<file path="src/rtl/uart_phy.sv">
// uart_phy: full-duplex 8N1 UART transceiver, 16x oversampled RX with mid-bit sampling,
// start-glitch rejection and framing-error detection; RX and TX run on independent prescalers.
module uart_phy #(
    parameter int CLOCK_DIVIDE = 27
) (
    input  logic       clk_i,
    input  logic       rst_ni,
    input  logic       rx_i,
    output logic       tx_o,
    input  logic       transmit_i,
    input  logic [7:0] tx_byte_i,
    output logic       received_o,
    output logic [7:0] rx_byte_o,
    output logic       is_receiving_o,
    output logic       is_transmitting_o,
    output logic       recv_error_o
);
    localparam int PW = $clog2(CLOCK_DIVIDE);
    localparam logic [PW-1:0] PRESC_MAX = PW'(CLOCK_DIVIDE - 1);

    typedef enum logic [1:0] {TX_IDLE, TX_START, TX_DATA, TX_STOP} tx_state_e;
    typedef enum logic [2:0] {RX_IDLE, RX_START, RX_DATA, RX_STOP, RX_WAIT_HIGH} rx_state_e;

    logic          rx_meta_q, rxs_q;
    tx_state_e     tx_state_q, tx_state_d;
    logic [PW-1:0] tx_presc_q, tx_presc_d;
    logic [3:0]    tx_tick_q, tx_tick_d;
    logic [2:0]    tx_bit_q, tx_bit_d;
    logic [7:0]    tx_data_q, tx_data_d;
    rx_state_e     rx_state_q, rx_state_d;
    logic [PW-1:0] rx_presc_q, rx_presc_d;
    logic [3:0]    rx_tick_q, rx_tick_d;
    logic [2:0]    rx_bit_q, rx_bit_d;
    logic [7:0]    rx_shift_q, rx_shift_d;
    logic [7:0]    rx_byte_q, rx_byte_d;
    logic          received_q, received_d;
    logic          recv_error_q, recv_error_d;
    logic          tx_tick, tx_bit_end, rx_tick;

    assign tx_tick    = tx_presc_q == PRESC_MAX;
    assign tx_bit_end = tx_tick && tx_tick_q == 4'd15;
    assign rx_tick    = rx_presc_q == PRESC_MAX;

    always_comb begin
        tx_state_d = tx_state_q;
        tx_presc_d = tx_tick ? '0 : tx_presc_q + 1'b1;
        tx_tick_d  = tx_tick ? tx_tick_q + 4'd1 : tx_tick_q;
        tx_bit_d   = tx_bit_q;
        tx_data_d  = tx_data_q;
        case (tx_state_q)
            TX_IDLE: if (transmit_i) begin
                tx_state_d = TX_START;
                tx_data_d  = tx_byte_i;
                tx_presc_d = '0;
                tx_tick_d  = '0;
                tx_bit_d   = '0;
            end
            TX_START: if (tx_bit_end) tx_state_d = TX_DATA;
            TX_DATA: if (tx_bit_end) begin
                tx_bit_d   = tx_bit_q + 3'd1;
                tx_state_d = tx_bit_q == 3'd7 ? TX_STOP : TX_DATA;
            end
            TX_STOP: if (tx_bit_end) tx_state_d = TX_IDLE;
            default: tx_state_d = TX_IDLE;
        endcase
    end

    // The start sample lands on tick 7 (mid-bit); later samples are 16 ticks apart.
    always_comb begin
        rx_state_d   = rx_state_q;
        rx_presc_d   = rx_tick ? '0 : rx_presc_q + 1'b1;
        rx_tick_d    = rx_tick ? rx_tick_q + 4'd1 : rx_tick_q;
        rx_bit_d     = rx_bit_q;
        rx_shift_d   = rx_shift_q;
        rx_byte_d    = rx_byte_q;
        received_d   = 1'b0;
        recv_error_d = 1'b0;
        case (rx_state_q)
            RX_IDLE: if (!rxs_q) begin
                rx_state_d = RX_START;
                rx_presc_d = '0;
                rx_tick_d  = '0;
                rx_bit_d   = '0;
            end
            RX_START: if (rx_tick && rx_tick_q == 4'd7) begin
                rx_tick_d  = '0;
                rx_state_d = rxs_q ? RX_IDLE : RX_DATA;
            end
            RX_DATA: if (rx_tick && rx_tick_q == 4'd15) begin
                rx_shift_d = {rxs_q, rx_shift_q[7:1]};
                rx_bit_d   = rx_bit_q + 3'd1;
                rx_state_d = rx_bit_q == 3'd7 ? RX_STOP : RX_DATA;
            end
            RX_STOP: if (rx_tick && rx_tick_q == 4'd15) begin
                rx_state_d   = rxs_q ? RX_IDLE : RX_WAIT_HIGH;
                rx_byte_d    = rxs_q ? rx_shift_q : rx_byte_q;
                received_d   = rxs_q;
                recv_error_d = !rxs_q;
            end
            RX_WAIT_HIGH: if (rxs_q) rx_state_d = RX_IDLE;
            default: rx_state_d = RX_IDLE;
        endcase
    end

    always_ff @(posedge clk_i or negedge rst_ni) begin
        if (!rst_ni) begin
            rx_meta_q    <= 1'b1;
            rxs_q        <= 1'b1;
            tx_state_q   <= TX_IDLE;
            tx_presc_q   <= '0;
            tx_tick_q    <= '0;
            tx_bit_q     <= '0;
            tx_data_q    <= '0;
            rx_state_q   <= RX_IDLE;
            rx_presc_q   <= '0;
            rx_tick_q    <= '0;
            rx_bit_q     <= '0;
            rx_shift_q   <= '0;
            rx_byte_q    <= '0;
            received_q   <= 1'b0;
            recv_error_q <= 1'b0;
        end else begin
            rx_meta_q    <= rx_i;
            rxs_q        <= rx_meta_q;
            tx_state_q   <= tx_state_d;
            tx_presc_q   <= tx_presc_d;
            tx_tick_q    <= tx_tick_d;
            tx_bit_q     <= tx_bit_d;
            tx_data_q    <= tx_data_d;
            rx_state_q   <= rx_state_d;
            rx_presc_q   <= rx_presc_d;
            rx_tick_q    <= rx_tick_d;
            rx_bit_q     <= rx_bit_d;
            rx_shift_q   <= rx_shift_d;
            rx_byte_q    <= rx_byte_d;
            received_q   <= received_d;
            recv_error_q <= recv_error_d;
        end
    end

    assign tx_o              = tx_state_q == TX_START ? 1'b0 :
                               tx_state_q == TX_DATA  ? tx_data_q[tx_bit_q] : 1'b1;
    assign is_transmitting_o = tx_state_q != TX_IDLE;
    assign is_receiving_o    = rx_state_q == RX_START || rx_state_q == RX_DATA || rx_state_q == RX_STOP;
    assign received_o        = received_q;
    assign recv_error_o      = recv_error_q;
    assign rx_byte_o         = rx_byte_q;
endmodule

</file>
<file path="config.mk">
export PLATFORM = sky130hd
export DESIGN_NAME = uart_phy
export DESIGN_NICKNAME = d
export VERILOG_FILES = /design/src/rtl/uart_phy.sv
export SDC_FILE = /design/constraint.sdc
export NUM_CORES = 1
export LEC_CHECK = 0
export CAP_MARGIN = 10
export CORE_MARGIN = 1
export CORE_UTILIZATION = 50
export CTS_CLUSTER_SIZE = 16
export DETAILED_ROUTE_END_ITERATION = 8
export HOLD_SLACK_MARGIN = 0.15
export PLACE_DENSITY = 0.71
export SYNTH_ARGS = -nofsm -noshare
export SYNTH_HDL_FRONTEND = slang
export SYNTH_SLANG_ARGS = --single-unit
</file>
<file path="constraint.sdc">
create_clock -name clk_i -period 2.2 [get_ports clk_i]
set_clock_uncertainty 0.1 [all_clocks]
set_input_delay 0.55 -clock clk_i [delete_from_list [all_inputs] [get_ports clk_i]]
set_output_delay 0.55 -clock clk_i [all_outputs]
set_load 0.02 [all_outputs]
</file>
Word-level counts from Yosys, hierarchy flattened
Cells that the tools add are included.

$add $sub $neg: 6. Magnitude comparators: 1. Equality and inequality tests: 23. Muxes and demuxes: 42. Reduce and logical (&&, ||, !) cells: 18.

Operators by type and width (number): 2-to-1 mux 3 bit (10); 2-to-1 mux 5 bit (6); 2-to-1 mux 4 bit (6); inequality test 2 bit, second input constant (9); one-hot mux 3 bit (5 select lines) (1); one-hot mux 3 bit (2 select lines) (2); adder 5 x 1 -> 5 bit, second input constant (2); == test 5 bit, second input constant (2); 2-to-1 mux 2 bit (5); == test 3 bit, second input constant (3); 2-to-1 mux 1 bit (9); AND reduction 3 bit (3); adder 4 x 1 -> 4 bit, second input constant (2); == test 4 bit, second input constant (2); one-hot mux 2 bit (4 select lines) (1); one-hot mux 4 bit (2 select lines) (1); adder 3 x 1 -> 3 bit, second input constant (2); == test 3 x 2 -> 1 bit, second input constant (2); nonzero test 2 bit (3); AND reduction 5 bit (1); == test 2 bit, second input constant (2); == test 4 x 3 -> 1 bit, second input constant (1); < comparator 3 x 4 -> 1 bit, second input constant (1); AND reduction 2 bit (2); other kinds (9) (12).

Flip-flop bits (word level): 57. Input bits: 12.

Longest topological paths before layout
Gate-level depths: netlist of run 1.

Word-level depth: 4. Gate-level depth with buffers: 7. Depth with buffers taken out: 6.

Worst setup path before layout of run 1
No wires, ideal clock.

Path type: register -> register. Start point: reg rx_presc_q[0]. End point: reg rx_shift_q[0]. Arrival: 1703 ps. Slack: 272 ps. Cell stages (with the launch flop): 7. Path buffers: 1. Period minus slack after synthesis: 1928 ps. Path through: dfrtp_1 > inv_1 > ha_1 > nand4b_4 > nor4_1 > buf_4 > mux2_2.

Cells in the longest elaborated chain, start to end: 3.

RTL lines: start: declaration (line 31) `logic [PW-1:0] rx_presc_q, rx_presc_d;`; start signal: assignment (line 131) `rx_presc_q <= rx_presc_d;`; == test 5 bit (line 42) `assign rx_tick = rx_presc_q == PRESC_MAX;`; logical AND 1 bit (line 89) `RX_DATA: if (rx_tick && rx_tick_q == 4'd15) begin`; AND reduction 2 bit (no line); end signal: assignment (line 134) `rx_shift_q <= rx_shift_d;`; end: declaration (line 34) `logic [7:0] rx_shift_q, rx_shift_d;`.

No other way between the ends. A chain may end at the register's enable or synchronous reset.

Worst setup path in the final report of run 1
Start point: reg tx_bit_q[1]. End point: out tx_o.

Cells in the longest elaborated chain, start to end: 4.

RTL lines: start: declaration (line 28) `logic [2:0] tx_bit_q, tx_bit_d;`; start signal: assignment (line 128) `tx_bit_q <= tx_bit_d;`; binary-select mux 1 bit (select 3 bit) (line 142) `tx_state_q == TX_DATA ? tx_data_q[tx_bit_q] : 1'b1;`; 2-to-1 mux 1 bit (implied by the code) (line 142); 2-to-1 mux 1 bit (line 142); 2-to-1 mux 1 bit (line 141) `assign tx_o = tx_state_q == TX_START ? 1'b0 :`; end: declaration (line 9) `output logic tx_o,`.

No other way between the ends. The select of a mux whose other input is x is not followed.

==> results of run 1 <==
## worst min path at each step
stage               startpoint  depth (start not counted)    endpoint  slack [ns]
finish               rx_meta_q                          0       rxs_q        0.25
global route         rx_meta_q                          0       rxs_q        0.27
CTS                  rx_meta_q                          0       rxs_q        0.26
detailed placement   rx_meta_q                          0       rxs_q        0.25
global placement     rx_meta_q                          0       rxs_q        0.25
floorplan               rst_ni                          0  received_o        0.15
## registers in the layout (all words and copies together), names as in the netlist, 4 cells and up
register,count
rx_byte_o,8
rx_tick_q,4
tx_tick_q,4
rx_presc_q,5
rx_shift_q,8
tx_data_q,8
tx_presc_q,5
## layout make-up
| class | count | area [um^2] | share of cell area [%] |
|---|---|---|---|
| inverters | 8 | 30.0 | 0.928 |
| clock buffers | 11 | 131 | 4.06 |
| multi-input cells | 151 | 1180 | 36.4 |
| repair buffers | 35 | 324 | 10.0 |
| flip-flops and latches | 57 | 1430 | 44.2 |
| well taps | 70 | 87.6 | 2.71 |
| clock inverters | 5 | 56.3 | 1.74 |
## logic make-up (layout without fill, tap and decap cells)
| kind of cell | after synthesis | in the layout |
|---|---|---|
| mux | 31 | 31 |
| buf+inv | 15 | 59 |
| simple gates | 69 | 69 |
| xor+xnor | 12 | 12 |
| flops | 57 | 57 |
| compound gates | 24 | 24 |
| fa+ha+maj | 15 | 15 |
## cell usage in the layout (no fill, tap or decap), types with 2 or more instances in the layout
| cell | count |
|---|---|
| o21ai_0 | 5 |
| inv_1 | 8 |
| nand3_1 | 12 |
| clkdlybuf4s50_1 | 20 |
| nand4_1 | 5 |
| dfstp_2 | 2 |
| buf_4 | 10 |
| clkbuf_1 | 2 |
| clkbuf_8 | 9 |
| nor2_1 | 24 |
| nand2_1 | 18 |
| mux4_2 | 2 |
| xor2_1 | 8 |
| a21oi_1 | 8 |
| dfrtp_1 | 55 |
| ha_1 | 15 |
| xnor2_1 | 4 |
| a22o_1 | 2 |
| mux2_2 | 28 |
| clkinv_2 | 2 |
## worst register-to-register path, cell delays in order, from the launching register on
cell and delay [ns]:
dfrtp_1 0.41, inv_1 0.07, ha_1 0.21, nand4b_4 0.19, nor4_2 0.31, buf_4 0.24, mux2_2 0.35
## power by group
group / total (mW) / switching [mW] / internal [mW]
combinational: 0.0499 / 0.0268 / 0.0231
sequential: 1.05 / 0.00182 / 1.05
clock: 0.933 / 0.412 / 0.521
total: 2.04 / 0.441 / 1.60
## through the flow
stage	instances	TNS (ns)	setup slack [ns]	total power, mW
after floorplan	223	0	0.272	1.08
after global placement	320	-0.0497	-0.0497	1.12
after detailed placement	320	-0.0518	-0.0518	1.12
after CTS	337	-0.171	-0.171	2.07
after global routing	337	-0.107	-0.107	2.13
final	337	-0.0156	-0.0156	2.04
## repair_timing
action                                  4_1_cts  5_1_grt
gates cloned                                  0        0
endpoints found under the hold margin        55        0
setup buffers                                 0        0
endpoints found under the setup margin        3        2
pin swaps                                     0        2
resized for setup                             4        6
hold buffers                                  1        0
## routing by layer
metal | track usage, % | share of wire [%] | wire (um)
met4 | 6.92 | 0.82 | 36
met2 | 29.0 | 48 | 2110
met3 | 8.03 | 4.5 | 197
met1 | 21.8 | 47 | 2050
met5 | 0 | 0 | 0
==> flow_summary.yaml, run 1 <==
yosys:
  yosysMostFrequentCell: "dfrtp_1"
  synthSimpleGateAreaFrac_pct: 13.4
  synthXorXnorAreaFrac_pct: 3.95
  avgSynthCellArea_um2: 11.9
  synth_top_family_by_area: "multiplexers"
  ys_seq_elements: 57
  synth_area_leaders: "dfrtp_1 52%, mux2_2 12%, ha_1 7.1%, nor2_1 3.4%, xor2_1 2.6%"
  synth_compound_area_share_pct: 5.69
  seq_area_frac_synth_pct: 53.7
  synth.largest_area_cell: "dfrtp_1"
  synth_ff_type: "dfrtp_1"
  synth.distinct_cells: 38
  synth_mux_area_share_pct: 13.9
  synth_top_area_share_pct: 51.7
  netlist_area_um2: 2660
  syn_nets: 250
  synth_edf_count: 0
  syn_inst: 223
  yosys-top-cells-count: "55 x dfrtp_1, 28 x mux2_2, 24 x nor2_1"
  synthAdderAreaFrac_pct: 7.06
  synth_warnings: 0
  async_flop_share_pct: 100
routing:
  dr.pass1.iters: 4
  drt_iter0_drc: 89
  num_vias: 1783
  routed_wirelength_mm: 4.39
  wl_per_cell_um: 13.0
  viasPerCell: 5.29
  drtAntennaViolNets: 0
  drc_errors: 0
timing:
  timing_hold_violations_final: 0
  fmax_mhz: 451
  rsz0062_at_grt: "yes"
  fin_hold_ws_ns: 0.254
  worst_slew_pin_slew_ns: 0.360
  final.period_utilization_pct: 101
  slew_headroom_pct: 76.0
  fin_crit_ns: 2.22
  layout_setup_ws_ns: -0.0156
  slew_violations: 0
  finalSetupViolations: 1
clocking:
  cts_buffers: 9
  cts_tree: "built"
  clock-sinks: 57
  cts_htree_levels: 3
  path_clk_slew_ns: 0.07
  cts.root.buffer_cell: "clkbuf_8"
  clock_latency_ns: 0.34
  clockBufferDepth: 2
die:
  row_count: 26
  fp.dieArea_um2: 5620
  start_util_pct: 52.1
  die_width_um: 74.9
  core_area_um2: 5110
  die_y_um: 74.9
  pin_count: 25
run_status:
  outcome: "finished, violations left"
  violations: "negative setup slack"
setup_path:
  cp.required_ns: 1.55
  cp-start-kind: "flip-flop"
  crit_fanout: 3
  crit_path_end_kind: "primary output"
  crit_buf_inv: 1
  reg2reg_slack_ns: 0.22
  path_cells: "mux4_2, nand2_1, a31oi_1, buf_4"
  cp_slowest_cell: "mux4_2"
  path_delay_family: "multiplexers"
  crit_cells: 4
  arrival_ns: 1.57
  r2r_start: "rx_presc_q[0]"
  endpoint: "tx_o"
  r2r-end: "rx_shift_q[4]"
  critPathMaxStageDelay_ns: 0.51
  crit_type: "reg2out"
  crit_start: "tx_bit_q[1]"
  reg2reg_depth: 6
grt:
  grt_pass1_vias: 1692
  grt_overflow: 0
  antenna_found_initial: 0
  grt_pass1_wl_mm: 7.33
  grt_max_degree: 58
  grt_use_total_pct: 18.2
hold_path:
  hold_class: "reg2reg"
placed_design:
  place_congestion: 0.842
  placed_cell_area_um2: 3050
  dp_hpwl_mm: 2.98
  io_buffers: 24
power_and_ir_drop:
  peakVddDrop_uv: 365
  p_leak_nw: 1.52
  cellPowerDensity_nw_per_um2: 630
layout:
  fin_util_pct: 63.3
  fin_nets: 289
  final_area_um2: 3230
  syn2layout_area_growth_pct: 21.6
  diodes: 0
  drive_above_1_share_pct: 23.6
  nFillCells: 415
job:
  drv_cap: 0
No activity file was read; power rests on OpenSTA's default activity.
==> run 2, diff against run 1 <==
Settings changed: ABC_AREA set to 1, GPL_TIMING_DRIVEN set to 0.
==> run 2 against run 1 <==
  * The run now ends clean
  * Area after synthesis is 5.9% higher
  * Register-to-register slack better by 0.24 ns
  * Maximum frequency is 8.9% higher
  * Global-route usage is 0.42 points higher
  * Clock-buffer cell count stayed put
  * Synthesized cell count is 35% higher
==> flow_summary.yaml, run 2 <==
placed_design:
  io_buffers: 24
  dp_hpwl_mm: 3.39
  place_ws_ns: -0.0417
  place_congestion: 0.825
grt:
  grt_pass1_vias: 1923
  grt_pass1_wl_mm: 8.62
  grt_max_degree: 37
  antenna_found_initial: 0
  grt_use_total_pct: 18.6
  grt_overflow: 0
yosys:
  synth.largest_area_cell: "dfrtp_1"
  synth_top_family_by_area: "simple AND/OR/NAND/NOR gates"
  synthSimpleGateAreaFrac_pct: 23.7
  synth_compound_area_share_pct: 6.75
  ys_seq_elements: 57
  syn_inst: 302
  synth_area_leaders: "dfrtp_1 49%, nand2_1 9.9%, ha_1 6.7%, inv_1 4.9%, nand3_1 4.4%"
  synth_ff_type: "dfrtp_1"
  yosysMostFrequentCell: "nand2_1"
  syn_nets: 329
  synthAdderAreaFrac_pct: 6.66
  synth_warnings: 0
  synth_top_area_share_pct: 48.9
  synth.distinct_cells: 30
  synth_mux_area_share_pct: 3.20
  avgSynthCellArea_um2: 9.33
  seq_area_frac_synth_pct: 50.7
  synth_edf_count: 0
  synthXorXnorAreaFrac_pct: 2.49
  netlist_area_um2: 2820
  yosys-top-cells-count: "74 x nand2_1, 55 x dfrtp_1, 37 x inv_1"
  async_flop_share_pct: 100
layout:
  fin_util_pct: 64.5
  drive_above_1_share_pct: 20.1
  syn2layout_area_growth_pct: 20.7
  fin_nets: 366
  final_cell_mix: "74 x nand2_1, 53 x dfrtp_1, 35 x inv_1"
  final_common_cell: "nand2_1"
  diodes: 0
  nFillCells: 448
  register_area_um2: 1430
  multiInputGateArea_um2: 1220
timing:
  finalSetupViolations: 0
  slew_violations: 0
  worst_slew_pin_slew_ns: 0.860
  timing_hold_violations_final: 0
  rsz0062_at_grt: "no"
  fin_crit_ns: 2.03
  fmax_mhz: 492
  slew_headroom_pct: 42.6
  fin_hold_ws_ns: 0.231
  layout_setup_ws_ns: 0.166
  final.period_utilization_pct: 92.4
routing:
  num_vias: 1988
  drtAntennaViolNets: 0
  wl_per_cell_um: 11.7
  routed_wirelength_mm: 4.86
  drt_iter0_drc: 102
  drc_errors: 0
  viasPerCell: 4.80
  dr.pass1.iters: 4
setup_path:
  cp-start-kind: "flip-flop"
  crit_fanout: 5
  crit_buf_inv: 2
  critPathMaxStageDelay_ns: 0.42
  crit_type: "reg2out"
  path_cells: "inv_1, a21oi_1, dlygate4sd2_1"
  cp_slowest_cell: "dfrtp_2"
  arrival_ns: 1.38
  cp.required_ns: 1.55
  crit_path_end_kind: "primary output"
  path_delay_family: "buffers and inverters"
power_and_ir_drop:
  cellPowerDensity_nw_per_um2: 914
  peakVddDrop_uv: 471
  p_leak_nw: 1.66
die:
  row_count: 26
  pin_count: 25
  core_area_um2: 5270
  fp.dieArea_um2: 5940
  start_util_pct: 53.4
  die_y_um: 77.1
  die_width_um: 77.1
job:
  drv_cap: 0
clocking:
  path_clk_slew_ns: 0.07
  cts_tree: "built"
  clock-sinks: 57
  cts_htree_levels: 3
  cts_buffers: 9
  clockBufferDepth: 2
  cts.root.buffer_cell: "clkbuf_8"
  holdBufCountCts: 0
  clock_latency_ns: 0.33
run_status:
  outcome: "complete, no violations"
hold_path:
  hold_class: "in2async"
run 2: cell count changes after synthesis, moves of 7 or more:
cell     previous run  this run
o21ai_1             0         9
mux2_2             28         8
nand2_1            18        74
inv_1               8        37
nand3_1            12        25
o21ai_2             0         7
run 2: cell families (layout without fill, tap and decap cells):
| logic type | after synthesis | count (layout) |
|---|---|---|
| AOI/OAI and AO/OA | 29 | 29 |
| buffers and inverters | 44 | 86 |
| DFF | 57 | 57 |
| muxes | 8 | 8 |
| xor gates and xnor gates | 8 | 8 |
| and+or+nand+nor | 141 | 141 |
| adders and majority gates | 15 | 15 |
run 2: final cells by class:
cell class	instances	area share (%)
clock buffer	11	4.16
inverter	41	4.60
sequential	57	42.1
buffer	3	0.809
timing repair buffer	26	7.62
multi-input combinational	201	35.8
tap	70	2.58
clock inverter	5	2.32
run 2: per-stage QoR:
step | cells | setup TNS (ns) | instance area [um^2] | power [mW]
2_1_floorplan | 302 | 0 | 2820 | 1.82
3_3_place_gp | 396 | -75.49 | 3140 | 2.01
3_5_place_dp | 397 | -0.0417 | 3170 | 2.04
4_1_cts | 413 | 0 | 3400 | 3.13
5_1_grt | 414 | 0 | 3400 | 3.30
6_report | 414 | 0 | 3400 | 3.11
run 2: what timing repair did:
| item | 4_1_cts | 5_1_grt |
|---|---|---|
| setup buffers | 0 | 1 |
| resized for setup | 9 | 6 |
| setup endpoints to repair | 3 | 3 |
| cloned | 0 | 0 |
run 2: power by group:
group	internal [mW]	switching, mW
logic	0.319	0.385
clock network	0.666	0.403
registers	1.20	0.130
run 2: worst reg2reg max path: stages (launching register included):
cell and delay, ns:
dfrtp_1 0.41, inv_1 0.07, ha_1 0.15, nand2_2 0.09, nor2_8 0.23, nand2_1 0.10
a21oi_2 0.26, nand2_2 0.12, nand2_1 0.08, inv_1 0.03
run 2: final timing paths:
kind / depth (start not counted) / to / slack [ns] / start
worst max-delay path: 3 / is_receiving_o / 0.17 / rx_state_q[0]
worst max register to register: 9 / rx_tick_q[2] / 0.46 / rx_presc_q[0]
min in group clk_i: 0 / rxs_q / 0.26 / rx_meta_q
worst min-delay path: 1 / tx_presc_q[3] / 0.23 / rst_ni
max in group asynchronous: 1 / rx_state_q[0] / 1.17 / rst_ni
worst min register to register: 0 / rxs_q / 0.26 / rx_meta_q
run 2: layer usage:
layer  up-vias  track usage (%)  part of all wire (%)
met2        26             28.8                    47
met5         -                0                     0
met4         0             9.81                   1.8
met3        11             3.33                   2.8
met1       919             24.9                    48
li1       1032                -                     -
